<file path="config.mk">
export PLATFORM = sky130hd
export DESIGN_NAME = i2cs_core
export DESIGN_NICKNAME = d
export VERILOG_FILES = /design/src/rtl/i2cs_core_pkg.sv /design/src/rtl/i2cs_filt.sv /design/src/rtl/i2cs_core.sv
export SDC_FILE = /design/constraint.sdc
export NUM_CORES = 1
export LEC_CHECK = 0
export ABC_AREA = 1
export BUFFER_PORTS_ARGS = -buffer_cell sky130_fd_sc_hd__buf_2
export CAP_MARGIN = 20
export CORE_MARGIN = 2
export CORE_UTILIZATION = 31
export CTS_BUF_LIST = sky130_fd_sc_hd__clkbuf_4
export DETAILED_ROUTE_END_ITERATION = 7
export SKIP_LAST_GASP = 1
export SLEW_MARGIN = 5
export SYNTH_ARGS = -nofsm -noshare
export SYNTH_HDL_FRONTEND = slang
export SYNTH_SLANG_ARGS = --single-unit
</file>
<file path="constraint.sdc">
create_clock -name clk -period 2 [get_ports clk]
set_input_delay 0.2 -clock clk [delete_from_list [all_inputs] [get_ports clk]]
set_output_delay 0.2 -clock clk [all_outputs]
set_load 0.1 [all_outputs]
</file>
<file path="src/rtl/i2cs_core_pkg.sv">
// Shared I2C bus constants and helpers for the i2cs responder.
// Latency: n/a (constants and a pure function only).
// Backpressure: n/a.
package i2cs_core_pkg;

    // Bus-level acknowledge encoding as seen on SDA during the 9th clock
    localparam logic ACK      = 1'b0;
    localparam logic NACK     = 1'b1;

    // Direction bit position within the address byte and its codes
    localparam int   RW_BIT   = 0;
    localparam logic RW_WRITE = 1'b0;
    localparam logic RW_READ  = 1'b1;

    // True when the upper seven bits of a received address byte select this slave
    function automatic logic addr_match(input logic [7:0] addr_byte, input logic [6:0] slv_addr);
        return (addr_byte[7:1] == slv_addr);
    endfunction

endpackage

</file>
<file path="src/rtl/i2cs_filt.sv">
// Synchronizes one asynchronous bus pad and removes glitches shorter than FILT clocks.
// Latency: 2 sync stages + FILT agreeing samples before the filtered level moves.
// Backpressure: none; o_rise/o_fall are single-cycle pulses aligned with the level change.
//
// Ports:
//   clk, rst  system clock, asynchronous active-high reset (level resets to 1 = idle bus)
//   i_pad     raw pad input
//   o_lvl     filtered level
//   o_rise    one-cycle pulse when o_lvl goes 0->1
//   o_fall    one-cycle pulse when o_lvl goes 1->0
module i2cs_filt #(
    parameter int FILT = 3
) (
    input  logic clk,
    input  logic rst,
    input  logic i_pad,
    output logic o_lvl,
    output logic o_rise,
    output logic o_fall
);

    localparam int CW = (FILT > 1) ? $clog2(FILT) : 1;

    logic          r_s1;
    logic          r_s2;
    logic          r_lvl;
    logic          r_rise;
    logic          r_fall;
    logic [CW-1:0] r_cnt;

    // r_cnt counts consecutive synchronized samples that disagree with the
    // current filtered level; the level flips on the FILT-th such sample.
    always_ff @(posedge clk or posedge rst) begin
        if (rst) begin
            r_s1   <= 1'b1;
            r_s2   <= 1'b1;
            r_lvl  <= 1'b1;
            r_rise <= 1'b0;
            r_fall <= 1'b0;
            r_cnt  <= '0;
        end else begin
            r_s1   <= i_pad;
            r_s2   <= r_s1;
            r_rise <= 1'b0;
            r_fall <= 1'b0;
            if (r_s2 != r_lvl) begin
                if (r_cnt == CW'(FILT - 1)) begin
                    r_lvl  <= r_s2;
                    r_rise <= r_s2;
                    r_fall <= ~r_s2;
                    r_cnt  <= '0;
                end else begin
                    r_cnt  <= r_cnt + CW'(1);
                end
            end else begin
                r_cnt <= '0;
            end
        end
    end

    assign o_lvl  = r_lvl;
    assign o_rise = r_rise;
    assign o_fall = r_fall;

endmodule

</file>
<file path="src/rtl/i2cs_core.sv">
// I2C responder mapping bus transfers onto an 8-bit register port with auto-increment pointer.
// Latency: strobes follow the filtered SCL edge by one clk; reg_rdata is captured one clk after reg_re.
// Backpressure: none; no clock stretching, the bus master sets the pace.
//
// Ports:
//   clk, rst      system clock, asynchronous active-high reset
//   scl_i, sda_i  asynchronous pad inputs
//   sda_oe        1 = pull SDA low, 0 = release
//   reg_addr      register pointer of the current access
//   reg_wdata     write data, valid while reg_we
//   reg_we        one-cycle write strobe
//   reg_re        one-cycle read strobe; reg_rdata sampled on the following clk
//   reg_rdata     read data
//   busy          1 while the FSM is outside IDLE
module i2cs_core
    import i2cs_core_pkg::*;
#(
    parameter logic [6:0] SLV_ADDR = 7'h50,
    parameter int         FILT     = 3
) (
    input  logic       clk,
    input  logic       rst,
    input  logic       scl_i,
    input  logic       sda_i,
    output logic       sda_oe,
    output logic [7:0] reg_addr,
    output logic [7:0] reg_wdata,
    output logic       reg_we,
    output logic       reg_re,
    input  logic [7:0] reg_rdata,
    output logic       busy
);

    typedef enum logic [2:0] {
        ST_IDLE,
        ST_ADDR,
        ST_ADDR_ACK,
        ST_WR_BYTE,
        ST_WR_ACK,
        ST_RD_BYTE,
        ST_RD_ACK
    } state_t;

    logic w_scl_lvl;
    logic w_scl_rise;
    logic w_scl_fall;
    logic w_sda_lvl;
    logic w_sda_rise;
    logic w_sda_fall;
    logic w_start;
    logic w_stop;

    state_t     r_state;
    logic [3:0] r_bitcnt;
    logic [7:0] r_shift;
    logic [7:0] r_ptr;
    logic       r_first;
    logic       r_rw;
    logic       r_rack;
    logic       r_load;
    logic       r_sda_oe;
    logic [7:0] r_reg_addr;
    logic [7:0] r_reg_wdata;
    logic       r_reg_we;
    logic       r_reg_re;

    i2cs_filt #(.FILT(FILT)) u_scl_filt (
        .clk    (clk),
        .rst    (rst),
        .i_pad  (scl_i),
        .o_lvl  (w_scl_lvl),
        .o_rise (w_scl_rise),
        .o_fall (w_scl_fall)
    );

    i2cs_filt #(.FILT(FILT)) u_sda_filt (
        .clk    (clk),
        .rst    (rst),
        .i_pad  (sda_i),
        .o_lvl  (w_sda_lvl),
        .o_rise (w_sda_rise),
        .o_fall (w_sda_fall)
    );

    // Both lines share the same filter delay, so SCL level is still valid
    // when the SDA edge emerges.
    assign w_start = w_sda_fall & w_scl_lvl;
    assign w_stop  = w_sda_rise & w_scl_lvl;

    always_ff @(posedge clk or posedge rst) begin
        if (rst) begin
            r_state     <= ST_IDLE;
            r_bitcnt    <= 4'd0;
            r_shift     <= 8'h00;
            r_ptr       <= 8'h00;
            r_first     <= 1'b0;
            r_rw        <= 1'b0;
            r_rack      <= 1'b0;
            r_load      <= 1'b0;
            r_sda_oe    <= 1'b0;
            r_reg_addr  <= 8'h00;
            r_reg_wdata <= 8'h00;
            r_reg_we    <= 1'b0;
            r_reg_re    <= 1'b0;
        end else begin
            r_reg_we <= 1'b0;
            r_reg_re <= 1'b0;
            r_load   <= 1'b0;

            // Read data arrives one clk after the read strobe; the next SCL fall
            // is many clocks away so this never races the shift below.
            if (r_load) begin
                r_shift <= reg_rdata;
            end

            if (w_start) begin
                r_state  <= ST_ADDR;
                r_bitcnt <= 4'd0;
                r_sda_oe <= 1'b0;
                r_rack   <= 1'b0;
            end else if (w_stop) begin
                r_state  <= ST_IDLE;
                r_sda_oe <= 1'b0;
                r_rack   <= 1'b0;
            end else begin
                case (r_state)
                    ST_IDLE: begin
                        r_sda_oe <= 1'b0;
                    end

                    ST_ADDR: begin
                        if (w_scl_rise) begin
                            r_shift  <= {r_shift[6:0], w_sda_lvl};
                            r_bitcnt <= r_bitcnt + 4'd1;
                        end else if (w_scl_fall && (r_bitcnt == 4'd8)) begin
                            if (addr_match(r_shift, SLV_ADDR)) begin
                                r_sda_oe <= 1'b1;
                                r_rw     <= (r_shift[RW_BIT] == RW_READ);
                                r_state  <= ST_ADDR_ACK;
                            end else begin
                                r_state  <= ST_IDLE;
                            end
                        end
                    end

                    ST_ADDR_ACK: begin
                        if (w_scl_rise && r_rw) begin
                            r_reg_re   <= 1'b1;
                            r_reg_addr <= r_ptr;
                            r_ptr      <= r_ptr + 8'd1;
                            r_load     <= 1'b1;
                        end else if (w_scl_fall) begin
                            if (r_rw) begin
                                r_sda_oe <= ~r_shift[7];
                                r_shift  <= {r_shift[6:0], 1'b0};
                                r_bitcnt <= 4'd1;
                                r_state  <= ST_RD_BYTE;
                            end else begin
                                r_sda_oe <= 1'b0;
                                r_first  <= 1'b1;
                                r_bitcnt <= 4'd0;
                                r_state  <= ST_WR_BYTE;
                            end
                        end
                    end

                    ST_WR_BYTE: begin
                        if (w_scl_rise) begin
                            r_shift  <= {r_shift[6:0], w_sda_lvl};
                            r_bitcnt <= r_bitcnt + 4'd1;
                        end else if (w_scl_fall && (r_bitcnt == 4'd8)) begin
                            r_sda_oe <= 1'b1;
                            r_state  <= ST_WR_ACK;
                            // First byte after a write address is the pointer itself
                            if (r_first) begin
                                r_ptr   <= r_shift;
                                r_first <= 1'b0;
                            end else begin
                                r_reg_we    <= 1'b1;
                                r_reg_addr  <= r_ptr;
                                r_reg_wdata <= r_shift;
                                r_ptr       <= r_ptr + 8'd1;
                            end
                        end
                    end

                    ST_WR_ACK: begin
                        if (w_scl_fall) begin
                            r_sda_oe <= 1'b0;
                            r_bitcnt <= 4'd0;
                            r_state  <= ST_WR_BYTE;
                        end
                    end

                    ST_RD_BYTE: begin
                        if (w_scl_fall) begin
                            if (r_bitcnt == 4'd8) begin
                                r_sda_oe <= 1'b0;
                                r_rack   <= 1'b0;
                                r_state  <= ST_RD_ACK;
                            end else begin
                                r_sda_oe <= ~r_shift[7];
                                r_shift  <= {r_shift[6:0], 1'b0};
                                r_bitcnt <= r_bitcnt + 4'd1;
                            end
                        end
                    end

                    ST_RD_ACK: begin
                        if (w_scl_rise) begin
                            if (w_sda_lvl == ACK) begin
                                r_reg_re   <= 1'b1;
                                r_reg_addr <= r_ptr;
                                r_ptr      <= r_ptr + 8'd1;
                                r_load     <= 1'b1;
                                r_rack     <= 1'b1;
                            end else begin
                                r_sda_oe <= 1'b0;
                                r_state  <= ST_IDLE;
                            end
                        end else if (w_scl_fall && r_rack) begin
                            r_rack   <= 1'b0;
                            r_sda_oe <= ~r_shift[7];
                            r_shift  <= {r_shift[6:0], 1'b0};
                            r_bitcnt <= 4'd1;
                            r_state  <= ST_RD_BYTE;
                        end
                    end

                    default: begin
                        r_sda_oe <= 1'b0;
                        r_state  <= ST_IDLE;
                    end
                endcase
            end
        end
    end

    assign sda_oe    = r_sda_oe;
    assign reg_addr  = r_reg_addr;
    assign reg_wdata = r_reg_wdata;
    assign reg_we    = r_reg_we;
    assign reg_re    = r_reg_re;
    assign busy      = (r_state != ST_IDLE);

endmodule

</file>
# [Yosys cells after proc, flatten, opt, wreduce, memory -nomap -nowiden]
# Cells that the tools add are included.
[word_totals] input_bits=12 wordCells=212 out_inout_bits=20 ff_bits=59
[classes] add_sub_neg=4 n_bitwise=9 n_reduce_logical=21 n_eq_ne=44 muxes=110
[op_table] cell="$mux 8" count=23
[op_table] cell="$mux 1" count=48
[op_table] cell="$pmux 8 s3" count=2
[op_table] cell="$mux 3" count=15
[op_table] cell="$mux 4" count=10
[op_table] cell="$pmux 8 s4" count=1
[op_table] cell="$ne 4x4->1 const B" count=7
[op_table] cell="$pmux 3 s7" count=1
[op_table] cell="$pmux 4 s5" count=1
[op_table] cell="$ne 2x2->1 const B" count=8
[op_table] cell="$reduce_and 8->1" count=2
[op_table] cell="$ne 3x3->1 const B" count=5
[op_table] cell="$ne 4x3->1 const B" count=3
[op_table] cell="$reduce_and 12->1" count=1
[op_table] cell="$reduce_and 6->1" count=2
[op_table] cell="$reduce_and 11->1" count=1
[op_table] cell="$mux 2" count=5
[op_table] cell="$ne 5x4->1 const B" count=2
[op_table] cell="$reduce_and 10->1" count=1
[op_table] cell="$eq 3x3->1 const B" count=3
[op_table] cell="$ne 3x2->1 const B" count=3
[op_table] cell="$reduce_and 9->1" count=1
[op_table] cell="$add 8x1->8 const B" count=1
[op_table] cell="$eq 7x7->1 const B" count=1
[op_table] cell="other kinds (23)" count=41

# [Depth between registers and ports, before layout]
[depth] depth_word=7 mapped_depth=11 ltp_nobuf=10

# [Hierarchy]
# A second synthesis with hierarchy kept.
[hier_totals] hier_cells=489 hier_area_um2=3482.1
[modules_own_cells] mod="i2cs_core" area_per_inst_um2=2991.6 seq_area_each_um2=1126.1 cells_per_inst=443 n_inst=1
[modules_own_cells] mod="i2cs_filt" area_per_inst_um2=245.2 seq_area_each_um2=178.9 cells_per_inst=23 n_inst=2

# [Worst setup path after synthesis]
# No wires, ideal clock.
[synth_timing] kind="register -> register" startpoint="register r_bitcnt[0]" endpoint="register r_reg_addr[0], in the netlist reg_addr[0]" required_ns=1.879 path_buffers=1 synth_period_minus_slack_ns=1.655 stages_incl_launch_ff=11 setup_slack_ns=0.345 arrival_time_ns=1.534 setup_ns=0.121 path_cell_list="dfrtp_1 inv_1 ha_1 nand4_1 nand2_1 nand3_2 nor2_4 nand2_4 buf_6 nand2_2 o21ai_2"
[synth_between] elab_chain_cells=4
[synth_rtl] element="start, declared" line_no="i2cs_core.sv:54" text="logic [3:0] r_bitcnt;"
[synth_rtl] element="start signal, assigned" line_no="i2cs_core.sv:134" text="r_bitcnt <= r_bitcnt + 4'd1;"
[synth_rtl] element="start signal, assigned" line_no="i2cs_core.sv:170" text="r_bitcnt <= r_bitcnt + 4'd1;"
[synth_rtl] element="start signal, assigned" line_no="i2cs_core.sv:204" text="r_bitcnt <= r_bitcnt + 4'd1;"
[synth_rtl] element="$eq 4x4->1" line_no="i2cs_core.sv:171" text="end else if (w_scl_fall && (r_bitcnt == 4'd8)) begin"
[synth_rtl] element="$logic_and 1x1->1" line_no="i2cs_core.sv:171"
[synth_rtl] element="$ne 2x2->1 (no source line)"
[synth_rtl] element="$reduce_and 9->1 (no source line)"
[synth_rtl] element="end signal, assigned" line_no="i2cs_core.sv:149" text="r_reg_addr <= r_ptr;"
[synth_rtl] element="end signal, assigned" line_no="i2cs_core.sv:180" text="r_reg_addr <= r_ptr;"
[synth_rtl] element="end signal, assigned" line_no="i2cs_core.sv:213" text="r_reg_addr <= r_ptr;"
[synth_rtl] element="end, declared" line_no="i2cs_core.sv:62" text="logic [7:0] r_reg_addr;"
# Every way passes these cells.
# A chain may end at the register's enable or synchronous reset.

# [Final worst setup path]
[layout_timing] startpoint="register r_state[2]" endpoint="output port busy"
[layout_between] elab_chain_cells=1
[layout_rtl] element="start, declared" line_no="i2cs_core.sv:53" text="state_t r_state;"
[layout_rtl] element="start signal, assigned" line_no="i2cs_core.sv:92" text="r_state <= ST_IDLE;"
[layout_rtl] element="start signal, assigned" line_no="i2cs_core.sv:117" text="r_state <= ST_ADDR;"
[layout_rtl] element="start signal, assigned" line_no="i2cs_core.sv:122" text="r_state <= ST_IDLE;"
[layout_rtl] element="$reduce_bool 3->1" line_no="i2cs_core.sv:244" text="assign busy = (r_state != ST_IDLE);"
[layout_rtl] element="end, declared" line_no="i2cs_core.sv:31" text="output logic busy"
# Every way passes these cells.

==> results.cfg <==
[routing]
drtIter0Drc = 254
drc_errors = 0
drtAntennaViolNets = 0
post_drt_wl_per_cell_um = 12.7
dr.pass1.iters = 4
finalWirelength_um = 7840
vias = 2964
viasPerCell = 4.79

[hold_path]
hold_critical_path_depth = 5
hp-class = input pin to flop
hold_start = reg_rdata[3]
worstHoldEndpoint = r_shift[3]$_DFF_PP0_

[critical_path]
worst_r2r_end = reg_addr[7]$_DFFE_PP0P_
cp_data_required_time_ps = 1800
reg2reg_from = r_state[2]$_DFFE_PP0P_
critical_path.cell_chain = nor2_1 -> buf_4 -> nand2_1 -> buf_4
critical_path.startpoint_type = flop
worst_setup_ep_type = output port
crit_path_frequent_cell = sky130_fd_sc_hd__buf_4
sum_of_buffers_and_inverters_on_the_critical_path = 2
start_to_end_type_of_the_worst_setup_path = flop to output port
critical-path-top-delay-family = flip-flops
critPathSlowestCell = sky130_fd_sc_hd__dfrtp_1
reg2reg_slack_ps = 210
critPathMaxFanout = 11
timing.critical_path.arrival_ps = 1630
slowest_delay_ps = 580
r2r_cells = 9

[sta]
tns_ps = 0
post-route-period-util = 0.916
final_hold_violating_endpoints = 0
fin_hold_ws_ps = 95.8
final.min_clock_period_ps = 1830
setup_viol_count_final = 0
final_max_slew_viol_count = 0
slew_at_the_pin_with_the_worst_max_slew_slack_ps = 578
grt_setup_unrepaired = false
finalClockSkew_ps = 19.9
worst_slew_margin_rel = 0.614
max_clock_freq_mhz = 546

[yosys]
number_of_warnings_reported_in_the_yosys_synthesis_log = 0
post_synth.cell_area_avg_um2 = 7.62
yosys_register_bits = 59
synth_cells = 431
syn_area_um2 = 3280
netlist-cell-type-count = 32
yosysSeqAreaShare = 0.452
synth_fp_nets = 446

[placement]
placedCellCount = 599
io_buffer_count = 31
place_hpwl_um = 5820
globalplace.congestion = 0.940

[layout]
seqCellArea_um2 = 1490
finish.utilization = 0.371
areaGrowthSynthToFinish_pct = 16.6
num-nets-final = 493
final_cell_mix = 129 x sky130_fd_sc_hd__nand2_1, 51 x sky130_fd_sc_hd__dfrtp_1, 48 x sky130_fd_sc_hd__nand3_1
leading_cell_type_in_the_layout_fill_and_taps_excluded = sky130_fd_sc_hd__nand2_1
layout_cells_sized_above_1 = 0.211
antennaDiodeCount = 0
final_layout_fill_cell_count = 1080
multiInputGateArea_um2 = 1540
layoutNonFillerInstCount = 619

[job]
cap_viol_max_count = 0

[pwr]
ir_drop_mv = 0.384
netSwitchingPower_uw = 685
power.share.combinational = 0.088
leakage_power_summed_over_all_cells_uw = 0.00207
part_of_the_power_in_registers = 0.551
total_design_power_uw = 2430
sw_ratio = 0.282
power.share.clock = 0.361
powerDensity_nw_per_um2 = 636
internal-power_uw = 1750

[global_routing]
grt_pass1_vias = 2841
total_congestion_overflow = 0
grt_use_total = 0.149
global_route_wire_length_before_repair_um = 13300
antenna_found_initial = 0
largest_net_degree_at_the_start_of_global_routing = 35

[die]
horizontal_extent_of_the_die_um = 107
num_rows = 37
die_area_um2 = 11400
ios = 32
die_y_extent_um = 107
placeableCoreArea_um2 = 10300
initial_core_util = 0.318

[clock_tree]
numClockSinks = 59
cts.root.buffer_cell = sky130_fd_sc_hd__clkbuf_4
cts_buffers = 9
clk-insertion-delay-late_ps = 420
cts_tree = built
cts-root-to-sink-buffers = 2
worst_setup_hold_path_clk_slew_ps = 120
cts-htree-levels = 3

[run_status]
outcome = finished clean
-- registers in the layout (all words and copies together) (netlist names), 2 cells and up --
name              cells
reg_wdata             8
u_scl_filt.r_cnt      2
reg_addr              8
r_shift               8
u_sda_filt.r_cnt      2
r_state               3
r_ptr                 8
r_bitcnt              4
-- cells in the mapped netlist --
cell                       number  area, um^2
sky130_fd_sc_hd__nand2_1      130         488
sky130_fd_sc_hd__dfrtp_1       53        1330
sky130_fd_sc_hd__nand3_1       48         240
sky130_fd_sc_hd__inv_1         46         173
sky130_fd_sc_hd__o21ai_0       36         180
sky130_fd_sc_hd__nor2_1        24        90.1
sky130_fd_sc_hd__nand4_1       11        68.8
sky130_fd_sc_hd__nor3_1        10        50.1
sky130_fd_sc_hd__nand2_2        8        50.1
sky130_fd_sc_hd__o21ai_2        8        70.1
sky130_fd_sc_hd__o21ai_1        7        35.0
sky130_fd_sc_hd__dfstp_2        6         158
sky130_fd_sc_hd__buf_4          4        30.0
sky130_fd_sc_hd__inv_2          4        15.0
sky130_fd_sc_hd__xnor2_1        4        35.0
sky130_fd_sc_hd__a21oi_1        3        15.0
sky130_fd_sc_hd__buf_2          3        15.0
sky130_fd_sc_hd__ha_1           3        37.5
sky130_fd_sc_hd__xor2_1         3        26.3
sky130_fd_sc_hd__buf_6          2        22.5
sky130_fd_sc_hd__clkbuf_1       2        7.51
sky130_fd_sc_hd__nand2_4        2        22.5
sky130_fd_sc_hd__nand3_2        2        20.0
sky130_fd_sc_hd__nand3b_1       2        15.0
sky130_fd_sc_hd__nor2_2         2        12.5
sky130_fd_sc_hd__nor2_4         2        22.5
sky130_fd_sc_hd__a21boi_0       1        7.51
sky130_fd_sc_hd__buf_1          1        3.75
sky130_fd_sc_hd__nor2_8         1        20.0
sky130_fd_sc_hd__nor3_2         1        10.0
sky130_fd_sc_hd__o211ai_1       1        7.51
sky130_fd_sc_hd__o221ai_1       1        8.76
-- through the flow --
stage                     cell area [um^2]  setup WS (ps)
after global placement                3640            138
final                                 3830            168
after floorplan                       3280            345
after CTS                             3810           53.1
after detailed placement              3640           84.0
after global routing                  3830           9.10
-- kinds of logic after synthesis --
logic type | count (synthesis) | synth area share
simple gates | 243 | 0.338
compound gates | 57 | 0.0987
flops | 59 | 0.452
fa+ha+maj | 3 | 0.0114
buf+inv | 62 | 0.0812
xor+xnor | 7 | 0.0187
-- what timing repair did --
action                                  in CTS  in global routing
pin swaps                                    0                  1
endpoints found under the hold margin       21                  0
resized for setup                            1                  4
hold buffers                                 3                  0
endpoints found under the setup margin       1                 26
buffers inserted                             0                  1
-- worst max path at each step --
| stage | start | end | slack [ps] | cells past startpoint |
|---|---|---|---|---|
| 5_1_grt | r_state[2]$_DFFE_PP0P_ | r_bitcnt[0]$_DFFE_PP0P_ | 9 | 9 |
| 4_1_cts | r_state[0]$_DFFE_PP0P_ | busy | 50 | 4 |
| 3_3_place_gp | r_bitcnt[0]$_DFFE_PP0P_ | reg_wdata[6]$_DFFE_PP0P_ | 140 | 7 |
| 6_report | r_state[2]$_DFFE_PP0P_ | busy | 170 | 4 |
| 3_5_place_dp | r_bitcnt[0]$_DFFE_PP0P_ | reg_wdata[6]$_DFFE_PP0P_ | 80 | 7 |
| 2_1_floorplan | r_bitcnt[0]$_DFFE_PP0P_ | reg_addr[0]$_DFFE_PP0P_ | 340 | 10 |
-- layout make-up --
type	instances	share of cell area
Timing Repair Buffer	48	0.0798
Tap cell	136	0.0445
Clock buffer	10	0.0196
Inverter	50	0.0490
Sequential cell	59	0.388
Clock inverter	6	0.0170
Multi-Input combinational cell	310	0.402
-- worst register-to-register path: cells and delay by family, from the launching register on --
kind / cells / cell delay [ps]
AND/OR/NAND/NOR: 6 / 800
flip-flops: 1 / 530
AO/OA/AOI/OAI: 1 / 50
buffers and inverters: 2 / 300
-- layer usage --
| metal | wire length [um] | part of all wire | global-route usage |
|---|---|---|---|
| met1 | 3490 | 0.45 | 0.183 |
| met2 | 3800 | 0.49 | 0.241 |
| met3 | 366 | 0.047 | 0.0426 |
| met4 | 178 | 0.023 | 0.0686 |
| met5 | 0 | 0 | 0 |
-- power by group through the flow --
stage / Sequential [uW] / Combinational (uW) / Clock (uW)
after global routing: 1350 / 250 / 964
after global placement: 1360 / 206 / 0
final: 1340 / 214 / 878
after floorplan: 1330 / 178 / 0
after CTS: 1340 / 218 / 911
after detailed placement: 1360 / 213 / 0
Power figures use the tool's default switching activity.
